### config.mk
export PLATFORM = sky130hd
export DESIGN_NAME = muldiv_unit
export DESIGN_NICKNAME = d
export VERILOG_FILES = /design/src/rtl/muldiv_pkg.sv /design/src/rtl/muldiv_unit_negate_cond.sv /design/src/rtl/muldiv_unit.sv
export SDC_FILE = /design/constraint.sdc
export NUM_CORES = 1
export LEC_CHECK = 0
export BUFFER_PORTS_ARGS = -buffer_cell sky130_fd_sc_hd__buf_4
export CAP_MARGIN = 20
export CORE_AREA = 4 4 199 201
export CTS_BUF_LIST = sky130_fd_sc_hd__clkbuf_4 sky130_fd_sc_hd__clkbuf_8 sky130_fd_sc_hd__clkbuf_16
export DETAILED_ROUTE_END_ITERATION = 7
export DIE_AREA = 0 0 203 205
export GPL_ROUTABILITY_DRIVEN = 0
export GPL_TIMING_DRIVEN = 0
export HOLD_SLACK_MARGIN = 0.1
export PLACE_DENSITY_LB_ADDON = 0.1
export SYNTH_ARGS = -nofsm -noshare
export SYNTH_HDL_FRONTEND = slang
export SYNTH_SLANG_ARGS = --single-unit
export TNS_END_PERCENT = 20
### constraint.sdc
create_clock -name clk -period 4.1 [get_ports clk]
set_input_delay 0.205 -clock clk [delete_from_list [all_inputs] [get_ports clk]]
set_output_delay 0.205 -clock clk [all_outputs]
set_load 0.01 [all_outputs]
### src/rtl/muldiv_pkg.sv
// Shared types for the iterative multiply/divide unit.
// The op encoding is also used by the instruction decoder.
package muldiv_pkg;

    typedef enum logic [1:0] {
        OP_MULT  = 2'b00,
        OP_MULTU = 2'b01,
        OP_DIV   = 2'b10,
        OP_DIVU  = 2'b11
    } op_t;

    typedef enum logic [1:0] {
        IDLE = 2'b00,
        RUN  = 2'b01,
        FIN  = 2'b10
    } state_t;

    function automatic logic op_signed(input op_t o);
        return (o == OP_MULT) || (o == OP_DIV);
    endfunction

    function automatic logic op_is_div(input op_t o);
        return (o == OP_DIV) || (o == OP_DIVU);
    endfunction

endpackage

### src/rtl/muldiv_unit_negate_cond.sv
// Conditional two's-complement negation: y = neg ? -x : x.
// Used for operand magnitudes and result sign correction.
module negate_cond #(
    parameter int WIDTH = 32
) (
    input  logic [WIDTH-1:0] x,
    input  logic             neg,
    output logic [WIDTH-1:0] y
);

    assign y = neg ? -x : x;

endmodule

### src/rtl/muldiv_unit.sv
// Iterative MULT/MULTU/DIV/DIVU unit with architectural HI/LO.
// One shift-add or restoring shift-subtract step per cycle.
module muldiv_unit
    import muldiv_pkg::*;
#(
    parameter int WIDTH = 32
) (
    input  logic             clk,
    input  logic             reset,
    input  logic             start,
    input  logic [1:0]       op,
    input  logic [WIDTH-1:0] a,
    input  logic [WIDTH-1:0] b,
    input  logic             hi_we,
    input  logic             lo_we,
    input  logic [WIDTH-1:0] wd,
    output logic             busy,
    output logic             done,
    output logic [WIDTH-1:0] hi,
    output logic [WIDTH-1:0] lo
);

    localparam int CW = $clog2(WIDTH);

    state_t             state;
    op_t                op_q;
    logic [CW-1:0]      cnt;
    logic [2*WIDTH-1:0] acc;
    logic [WIDTH-1:0]   opnd;
    logic               neg_q;
    logic               neg_r;
    logic               bz_q;
    logic               done_q;
    logic [WIDTH-1:0]   hi_q;
    logic [WIDTH-1:0]   lo_q;

    op_t              op_in;
    logic             sgn_in;
    logic [WIDTH-1:0] abs_a;
    logic [WIDTH-1:0] abs_b;

    assign op_in  = op_t'(op);
    assign sgn_in = op_signed(op_in);

    negate_cond #(.WIDTH(WIDTH)) u_abs_a (
        .x(a), .neg(sgn_in & a[WIDTH-1]), .y(abs_a)
    );
    negate_cond #(.WIDTH(WIDTH)) u_abs_b (
        .x(b), .neg(sgn_in & b[WIDTH-1]), .y(abs_b)
    );

    // acc: multiply = {partial, multiplier}; divide = {rem, dividend}
    logic [WIDTH:0]     sum;
    logic [WIDTH:0]     trial;
    logic [WIDTH:0]     diff;
    logic               ge;
    logic [2*WIDTH-1:0] mul_next;
    logic [2*WIDTH-1:0] div_next;

    assign sum   = {1'b0, acc[2*WIDTH-1:WIDTH]}
                 + {1'b0, (acc[0] ? opnd : {WIDTH{1'b0}})};
    assign trial = {acc[2*WIDTH-1:WIDTH], acc[WIDTH-1]};
    assign ge    = trial >= {1'b0, opnd};
    assign diff  = trial - {1'b0, opnd};

    assign mul_next = {sum, acc[WIDTH-1:1]};
    assign div_next = {(ge ? diff[WIDTH-1:0] : trial[WIDTH-1:0]),
                       acc[WIDTH-2:0], ge};

    logic [2*WIDTH-1:0] prod_fix;
    logic [WIDTH-1:0]   quo_fix;
    logic [WIDTH-1:0]   rem_fix;

    negate_cond #(.WIDTH(2*WIDTH)) u_fix_p (
        .x(acc), .neg(neg_q), .y(prod_fix)
    );
    negate_cond #(.WIDTH(WIDTH)) u_fix_q (
        .x(acc[WIDTH-1:0]), .neg(neg_q), .y(quo_fix)
    );
    negate_cond #(.WIDTH(WIDTH)) u_fix_r (
        .x(acc[2*WIDTH-1:WIDTH]), .neg(neg_r), .y(rem_fix)
    );

    always_ff @(posedge clk or negedge reset) begin
        if (!reset) begin
            state  <= IDLE;
            op_q   <= OP_MULT;
            cnt    <= '0;
            acc    <= '0;
            opnd   <= '0;
            neg_q  <= 1'b0;
            neg_r  <= 1'b0;
            bz_q   <= 1'b0;
            done_q <= 1'b0;
            hi_q   <= '0;
            lo_q   <= '0;
        end else begin
            done_q <= 1'b0;
            unique case (state)
                IDLE: begin
                    if (start) begin
                        op_q  <= op_in;
                        cnt   <= '0;
                        opnd  <= op_is_div(op_in) ? abs_b : abs_a;
                        acc   <= {{WIDTH{1'b0}},
                                  (op_is_div(op_in) ? abs_a : abs_b)};
                        neg_q <= sgn_in & (a[WIDTH-1] ^ b[WIDTH-1]);
                        neg_r <= sgn_in & a[WIDTH-1];
                        bz_q  <= (b == '0);
                        state <= RUN;
                    end else begin
                        if (hi_we) hi_q <= wd;
                        if (lo_we) lo_q <= wd;
                    end
                end
                RUN: begin
                    acc <= op_is_div(op_q) ? div_next : mul_next;
                    cnt <= cnt + 1'b1;
                    if (cnt == CW'(WIDTH - 1)) state <= FIN;
                end
                FIN: begin
                    // zero divisor leaves remainder = |a|, re-signed to a
                    if (!op_is_div(op_q)) begin
                        hi_q <= prod_fix[2*WIDTH-1:WIDTH];
                        lo_q <= prod_fix[WIDTH-1:0];
                    end else begin
                        hi_q <= rem_fix;
                        lo_q <= bz_q ? {WIDTH{1'b1}} : quo_fix;
                    end
                    done_q <= 1'b1;
                    state  <= IDLE;
                end
                default: state <= IDLE;
            endcase
        end
    end

    assign busy = (state != IDLE);
    assign done = done_q;
    assign hi   = hi_q;
    assign lo   = lo_q;

endmodule

==> impl_metrics.ini, run 1 <==
[global_routing]
grt_max_degree = 110
antenna_found_initial = 1
grt_pass1_wl_um = 88300
grt_use_total_pct = 27.03
grt_overflow = 0
grt_pass1_vias = 15140

[logic_synthesis]
yosysWarnings = 0
synthArstFlopShare_pct = 100.0
synth_ff_type = dfrtp_1
post_synth_inst_count = 1898
postSynthNetCount = 2073
syn_area_per_cell_um2 = 7.853
synth_edf_count = 0
syn_area_um2 = 14900
synth-seq-cells = 172
synth_cell_types = 70
ys_seq_area_share_pct = 28.88

[final_layout]
multiInputGateArea_um2 = 9889
syn_to_final_growth_pct = 19.68
fin_nets = 2299
diodes = 0
nFillCells = 3772
register_area_um2 = 4305
final_common_cell = nand2_1
final_cell_mix = nand2_1, o21ai_0, a21oi_1, dfrtp_1, buf_4
drive_above_1_share_pct = 10.95

[floorplan]
start_util_pct = 39.66
core_um2 = 37580
ios = 169
die_h_um = 205
rows = 71
dieArea_um2 = 41620
die_x_um = 203

[min_path]
hold_path_class = in2reg

[timing]
period_share_pct = 94.60
finalSetupViolCount = 0
skew_ps = 14.35
max_clock_freq_mhz = 257.8
slew_viol_final = 0
max_slew_margin_pct = 33.12
worst_slack_ps = 221.3
max_slew.worst_pin.slew_ps = 994.0
post-route-min-period_ps = 3879
final_hold_viol_count = 0
fin_hold_ws_ps = 132.0

[detailed_routing]
wl_um = 57320
drt_iter0_drc = 1328
num_vias = 15400
viasPerCell = 5.816
wl_per_cell_um = 21.65
antenna_left = 0
firstDrtPassIters = 8
drc = 0

[critical_path]
regToRegSetupSlack_ps = 220
slowest_delay_ps = 530
crit_fanout = 10
path_class = reg2reg
cp_cell_sequence = clkinvlp_4 -> clkbuf_2 -> nor2_1 -> ha_1 -> nand3_1 -> nor2_1 -> a21oi_1 -> o22ai_1 -> a2111oi_4 -> buf_4 -> o21ai_1 -> a31oi_1 -> o21ai_0 -> xnor2_1 -> o221ai_1
crit_slowest_cell = dfrtp_2
crit_top_cell = nor2_1
worstPathArrival_ps = 4180
crit_required_ps = 4400
cp-end-kind = register
start_kind = register

[pwr]
power.density_nw_per_um2 = 887.3
p_leak_nw = 7.464
vdd_drop_max_mv = 0.4172

[run]
drv_cap = 0

[cts]
clk_pin_slew_worst_paths_ps = 80
ctsHtreeMaxLevel = 4
clock-sinks = 172
cts_buffers = 17
cts_tree = done
clockBufferDepth = 2
root_buffer = clkbuf_16
clk_latency_ps = 450

[placed_design]
hpwlAfterDp_um = 45880
portBuffers = 167
pre_cts_ws_ps = -725.7

[run_status]
status = complete, no violations
[area by class of cell]
cell class                      instances  share of cell area (%)
Clock inverter                         13                  0.7997
Tap cell                              511                   3.584
Timing Repair Buffer                  207                   9.343
Buffer                                122                   2.806
Inverter                               63                   1.347
Multi-Input combinational cell       1541                   55.44
Sequential cell                       172                   24.14
Clock buffer                           19                   2.539
[critical path: cells and delay by family, from the launching register on]
| family | cells | cell delay [ps] |
|---|---|---|
| buffers and inverters | 3 | 740 |
| XOR/XNOR | 1 | 160 |
| AND/OR/NAND/NOR | 3 | 440 |
| adder cells (fa/ha/maj) | 1 | 320 |
| flip-flops | 1 | 530 |
| AO/OA/AOI/OAI | 7 | 1530 |
[per-stage QoR]
| stage | cells | TNS, ps | power, mW | cell area, um^2 | util, % |
|---|---|---|---|---|---|
| finish | 2648 | 0 | 15.83 | 17840 | 47.47 |
| global route | 2648 | -11.32 | 17.11 | 17840 | 47.47 |
| CTS | 2644 | 0 | 15.66 | 17800 | 47.37 |
| detailed placement | 2577 | -2627 | 13.90 | 16830 | 44.80 |
| global placement | 2576 | -4677 | 13.76 | 16800 | 44.70 |
| floorplan | 1898 | 0 | 10.58 | 14900 | - |
[Yosys cell counts (6+ instances only)]
| master | count | area share, % |
|---|---|---|
| nand2_1 | 210 | 5.3 |
| o21ai_0 | 189 | 6.3 |
| a21oi_1 | 174 | 5.8 |
| dfrtp_1 | 172 | 29 |
| nor2_1 | 155 | 3.9 |
| xnor2_1 | 114 | 6.7 |
| clkbuf_1 | 98 | 2.5 |
| mux2i_1 | 83 | 5.6 |
| ha_1 | 70 | 5.9 |
| a211oi_1 | 66 | 3.3 |
| inv_1 | 61 | 1.5 |
| xor2_1 | 59 | 3.5 |
| a21o_1 | 36 | 1.8 |
| nand3_1 | 32 | 1.1 |
| or3_1 | 25 | 1.0 |
| o22ai_1 | 24 | 1.0 |
| nor2b_1 | 23 | 0.97 |
| o211ai_1 | 23 | 1.2 |
| nor3_1 | 22 | 0.74 |
| a22oi_1 | 20 | 1.0 |
| nor4_1 | 20 | 0.84 |
| nand4_1 | 18 | 0.76 |
| nand2b_1 | 17 | 0.71 |
| o31ai_1 | 17 | 0.86 |
| buf_1 | 15 | 0.38 |
| a31oi_1 | 13 | 0.55 |
| o21a_1 | 12 | 0.60 |
| or4_1 | 11 | 0.55 |
| a221o_1 | 9 | 0.60 |
| and3_1 | 8 | 0.34 |
| and2_1 | 7 | 0.29 |
| o221ai_1 | 7 | 0.41 |
| o41ai_1 | 7 | 0.41 |
| nand3b_1 | 6 | 0.30 |
| o21bai_1 | 6 | 0.30 |
| or2_2 | 6 | 0.25 |
[cells by family (layout without fill, tap and decap cells)]
group / Yosys count / in the layout / share of synthesized area, %
multiplexers: 85 / 85 / 5.725
XOR/XNOR: 173 / 173 / 10.17
adder cells (fa/ha/maj): 72 / 72 / 6.145
buffers and inverters: 185 / 424 / 4.928
AO/OA/AOI/OAI: 631 / 631 / 25.87
AND/OR/NAND/NOR: 580 / 580 / 18.28
flip-flops: 172 / 172 / 28.88
[layer usage]
layer	track usage, %	vias to the layer above	share of wire, %	routed length (um)
li1	-	7303	-	-
met1	36.63	7447	45	25650
met2	45.18	561	46	26620
met3	3.071	87	5.9	3378
met4	8.996	2	2.9	1649
met5	0	-	0.035	20
[where the power goes]
part           internal, mW  switching [mW]
registers              2.54            1.07
clock network         0.848           0.826
logic                  4.35            6.18
total                  7.74            8.08
[repair_timing]
| action | 4_1_cts | 5_1_grt |
|---|---|---|
| endpoints found under the hold margin | 123 | 0 |
| endpoints found under the setup margin | 7 | 11 |
| setup buffers | 0 | 3 |
| hold buffers | 35 | 0 |
| resized for setup | 5 | 3 |
| pin swaps | 0 | 1 |
[sequential cells by signal, summed over array words and instances, names as in the netlist]
name / count
acc: 64
hi: 32
lo: 32
opnd: 32
cnt: 5
state: 2
bz_q: 1
done: 1
neg_q: 1
neg_r: 1
op_q: 1
[worst paths after layout]
check,from,end,cells past startpoint
min,b[30],bz_q,3
max in group asynchronous,reset,acc[0],3
min in group asynchronous,reset,lo[5],2
max,acc[0],acc[61],15
min reg2reg,lo[20],lo[20],2
max reg2reg,acc[0],acc[61],15
Power figures use the tool's default switching activity.
==> run 2: changes to the inputs <==
--- a/config.mk
+++ b/config.mk
@@ -7,15 +7,16 @@
 export LEC_CHECK = 0
 export BUFFER_PORTS_ARGS = -buffer_cell sky130_fd_sc_hd__buf_4
 export CAP_MARGIN = 20
-export CORE_AREA = 4 4 199 201
+export CORE_AREA = 4 4 193 195
 export CTS_BUF_LIST = sky130_fd_sc_hd__clkbuf_4 sky130_fd_sc_hd__clkbuf_8 sky130_fd_sc_hd__clkbuf_16
 export DETAILED_ROUTE_END_ITERATION = 7
-export DIE_AREA = 0 0 203 205
+export DIE_AREA = 0 0 197 199
 export GPL_ROUTABILITY_DRIVEN = 0
 export GPL_TIMING_DRIVEN = 0
 export HOLD_SLACK_MARGIN = 0.1
 export PLACE_DENSITY_LB_ADDON = 0.1
 export SYNTH_ARGS = -nofsm -noshare
 export SYNTH_HDL_FRONTEND = slang
+export SYNTH_HIERARCHICAL = 1
 export SYNTH_SLANG_ARGS = --single-unit
 export TNS_END_PERCENT = 20
==> run 2 against run 1 <==
Clock skew is 2.4 ps higher; die area shrank 5.8%; core utilization is 9.9 points higher; critical path type unchanged; critical endpoint is now hi[15].
==> impl_metrics.ini, run 2 <==
[pwr]
fin_total_pwr_mw = 17.95
power.density_nw_per_um2 = 883.7
p_leak_nw = 8.311
vdd_drop_max_mv = 0.4759

[timing]
period_share_pct = 93.82
post-route-min-period_ps = 3847
slew_viol_final = 0
max_clock_freq_mhz = 260.0
max_slew.worst_pin.slew_ps = 1154
worst_slack_ps = 253.3
rsz0062_at_grt = false
max_slew_margin_pct = 22.38
final_hold_viol_count = 0
finalSetupViolCount = 0
skew_ps = 16.74
tns_ps = 0

[global_routing]
grt_use_total_pct = 31.98
grt_overflow = 0
antenna_found_initial = 0
grt_max_degree = 111
grt_pass1_vias = 17430
grt_pass1_wl_um = 99220

[run_status]
status = complete, no violations

[critical_path]
crit_required_ps = 4480
cp_cell_sequence = or4_1 -> nor4_2 -> nand4b_2 -> clkbuf_1 -> o31ai_1 -> xnor2_1 -> mux2i_1 -> nor2_1 -> a21oi_1 -> o21ai_0
crit_slowest_cell = or4_1
regToRegSetupSlack_ps = 250
r2r_end = hi[15]
worstPathArrival_ps = 4220
start_kind = register
cp-end-kind = register
path_class = reg2reg
r2r_start = acc[5]
crit_start = acc[5]
crit_fanout = 11
slowest_delay_ps = 670
reg2reg_depth = 10

[detailed_routing]
antenna_left = 0
wl_um = 64990
drc = 0
wl_per_cell_um = 22.41
num_vias = 18420
viasPerCell = 6.351
drt_iter0_drc = 1990
firstDrtPassIters = 5

[logic_synthesis]
synth_edf_count = 0
yosysWarnings = 6
synth_top_area_share_pct = 24.55
postSynthNetCount = 2381
syn_area_per_cell_um2 = 7.953
synth-seq-cells = 172
synth.area.top_cells = dfrtp_1, xnor2_1, mux2i_1, o21ai_0, nand2_1
yosysMostFrequentCell = nand2_1
syn_area_um2 = 17540
ys_seq_area_share_pct = 24.55
synth_cell_types = 83
yosysTopAreaCell = dfrtp_1
synth_ff_type = dfrtp_1
yosys-top-cells-count = nand2_1, o21ai_0, xnor2_1
post_synth_inst_count = 2205
synthArstFlopShare_pct = 100.0

[placed_design]
dp_cells = 2834
post_dp_cell_area_um2 = 19400
hpwlAfterDp_um = 51050
portBuffers = 167
pre_cts_ws_ps = 265.5

[cts]
ctsHtreeMaxLevel = 4
root_buffer = clkbuf_16
clock-sinks = 172
cts_buffers = 17
clk_latency_ps = 470
clk_pin_slew_worst_paths_ps = 80
clockBufferDepth = 2
cts_tree = done

[final_layout]
multiInputGateArea_um2 = 12350
nFillCells = 3318
largest_register_ffs = 64
instances_no_fill = 2900
fin_nets = 2602
final_common_cell = nand2_1
syn_to_final_growth_pct = 15.84
final_cell_mix = nand2_1, o21ai_0, xnor2_1, buf_4, dfrtp_1
top_register = acc
register_area_um2 = 4305
fin_area_um2 = 20310
drive_above_1_share_pct = 11.60
diodes = 0

[floorplan]
die_x_um = 197
dieArea_um2 = 39200
core_um2 = 35400
start_util_pct = 49.54
ios = 169
die_h_um = 199
rows = 69

[min_path]
worstHoldPathCells = 3
holdPathEnd = lo[20]
hold_path_class = in2reg
min_from = wd[20]

[run]
drv_cap = 0
## run 2: worst max-delay path by stage
stage,end,slack (ps)
after floorplan,acc[61],1170
after global placement,acc[60],320
after detailed placement,acc[60],270
after CTS,acc[60],230
after global routing,hi[12],60
final,hi[15],250
## run 2: logic make-up (layout without fill, tap and decap cells)
| kind of cell | after synthesis | after routing | share of synthesized area [%] |
|---|---|---|---|
| xor gates and xnor gates | 222 | 222 | 11.09 |
| buffers and inverters | 206 | 440 | 5.002 |
| AOI/OAI and AO/OA | 705 | 705 | 26.43 |
| muxes | 142 | 142 | 8.120 |
| and+or+nand+nor | 685 | 685 | 19.52 |
| adders and majority gates | 73 | 73 | 5.294 |
| DFF | 172 | 172 | 24.55 |
## run 2: final cells by class
class	instances	area share [%]
Sequential cell	172	21.19
Tap cell	461	2.840
Multi-Input combinational cell	1827	60.82
Buffer	134	2.987
Clock buffer	17	2.094
Clock inverter	15	0.7391
Timing Repair Buffer	202	7.995
Inverter	72	1.330
## run 2: metal layers
metal	vias to the layer above	track usage [%]	share of wire, %
li1	8567	-	-
met4	0	12.38	4.1
met3	130	5.268	8.1
met1	8829	43.21	42
met2	893	51.58	45
met5	-	0	0
## run 2: timing repair
item / CTS / global route
hold buffers: 33 / 0
endpoints found under the hold margin: 117 / 0
resized for setup: 0 / 1
endpoints found under the setup margin: 0 / 1
setup buffers: 0 / 0
## run 2: critical path, delay by kind of cell (launching register included)
family / cells / cell delay (ps)
and+or+nand+nor: 4 / 1950
muxes: 1 / 110
buffers and inverters: 1 / 360
DFF: 1 / 530
xor gates and xnor gates: 1 / 150
AOI/OAI and AO/OA: 3 / 650
## run 2: through the flow
step	utilization, %	hold WS, ps
after floorplan	-	-90.59
after global placement	54.71	425.5
final	57.39	116.9
after global routing	57.39	131.6
after CTS	57.37	110.7
after detailed placement	54.81	172.0
## run 2: report_power, final
| group | switching [mW] | total (mW) | internal (mW) |
|---|---|---|---|
| clock network | 0.856 | 1.67 | 0.810 |
| registers | 1.67 | 4.20 | 2.52 |
| logic | 6.95 | 12.1 | 5.14 |
| total | 9.48 | 18.0 | 8.47 |
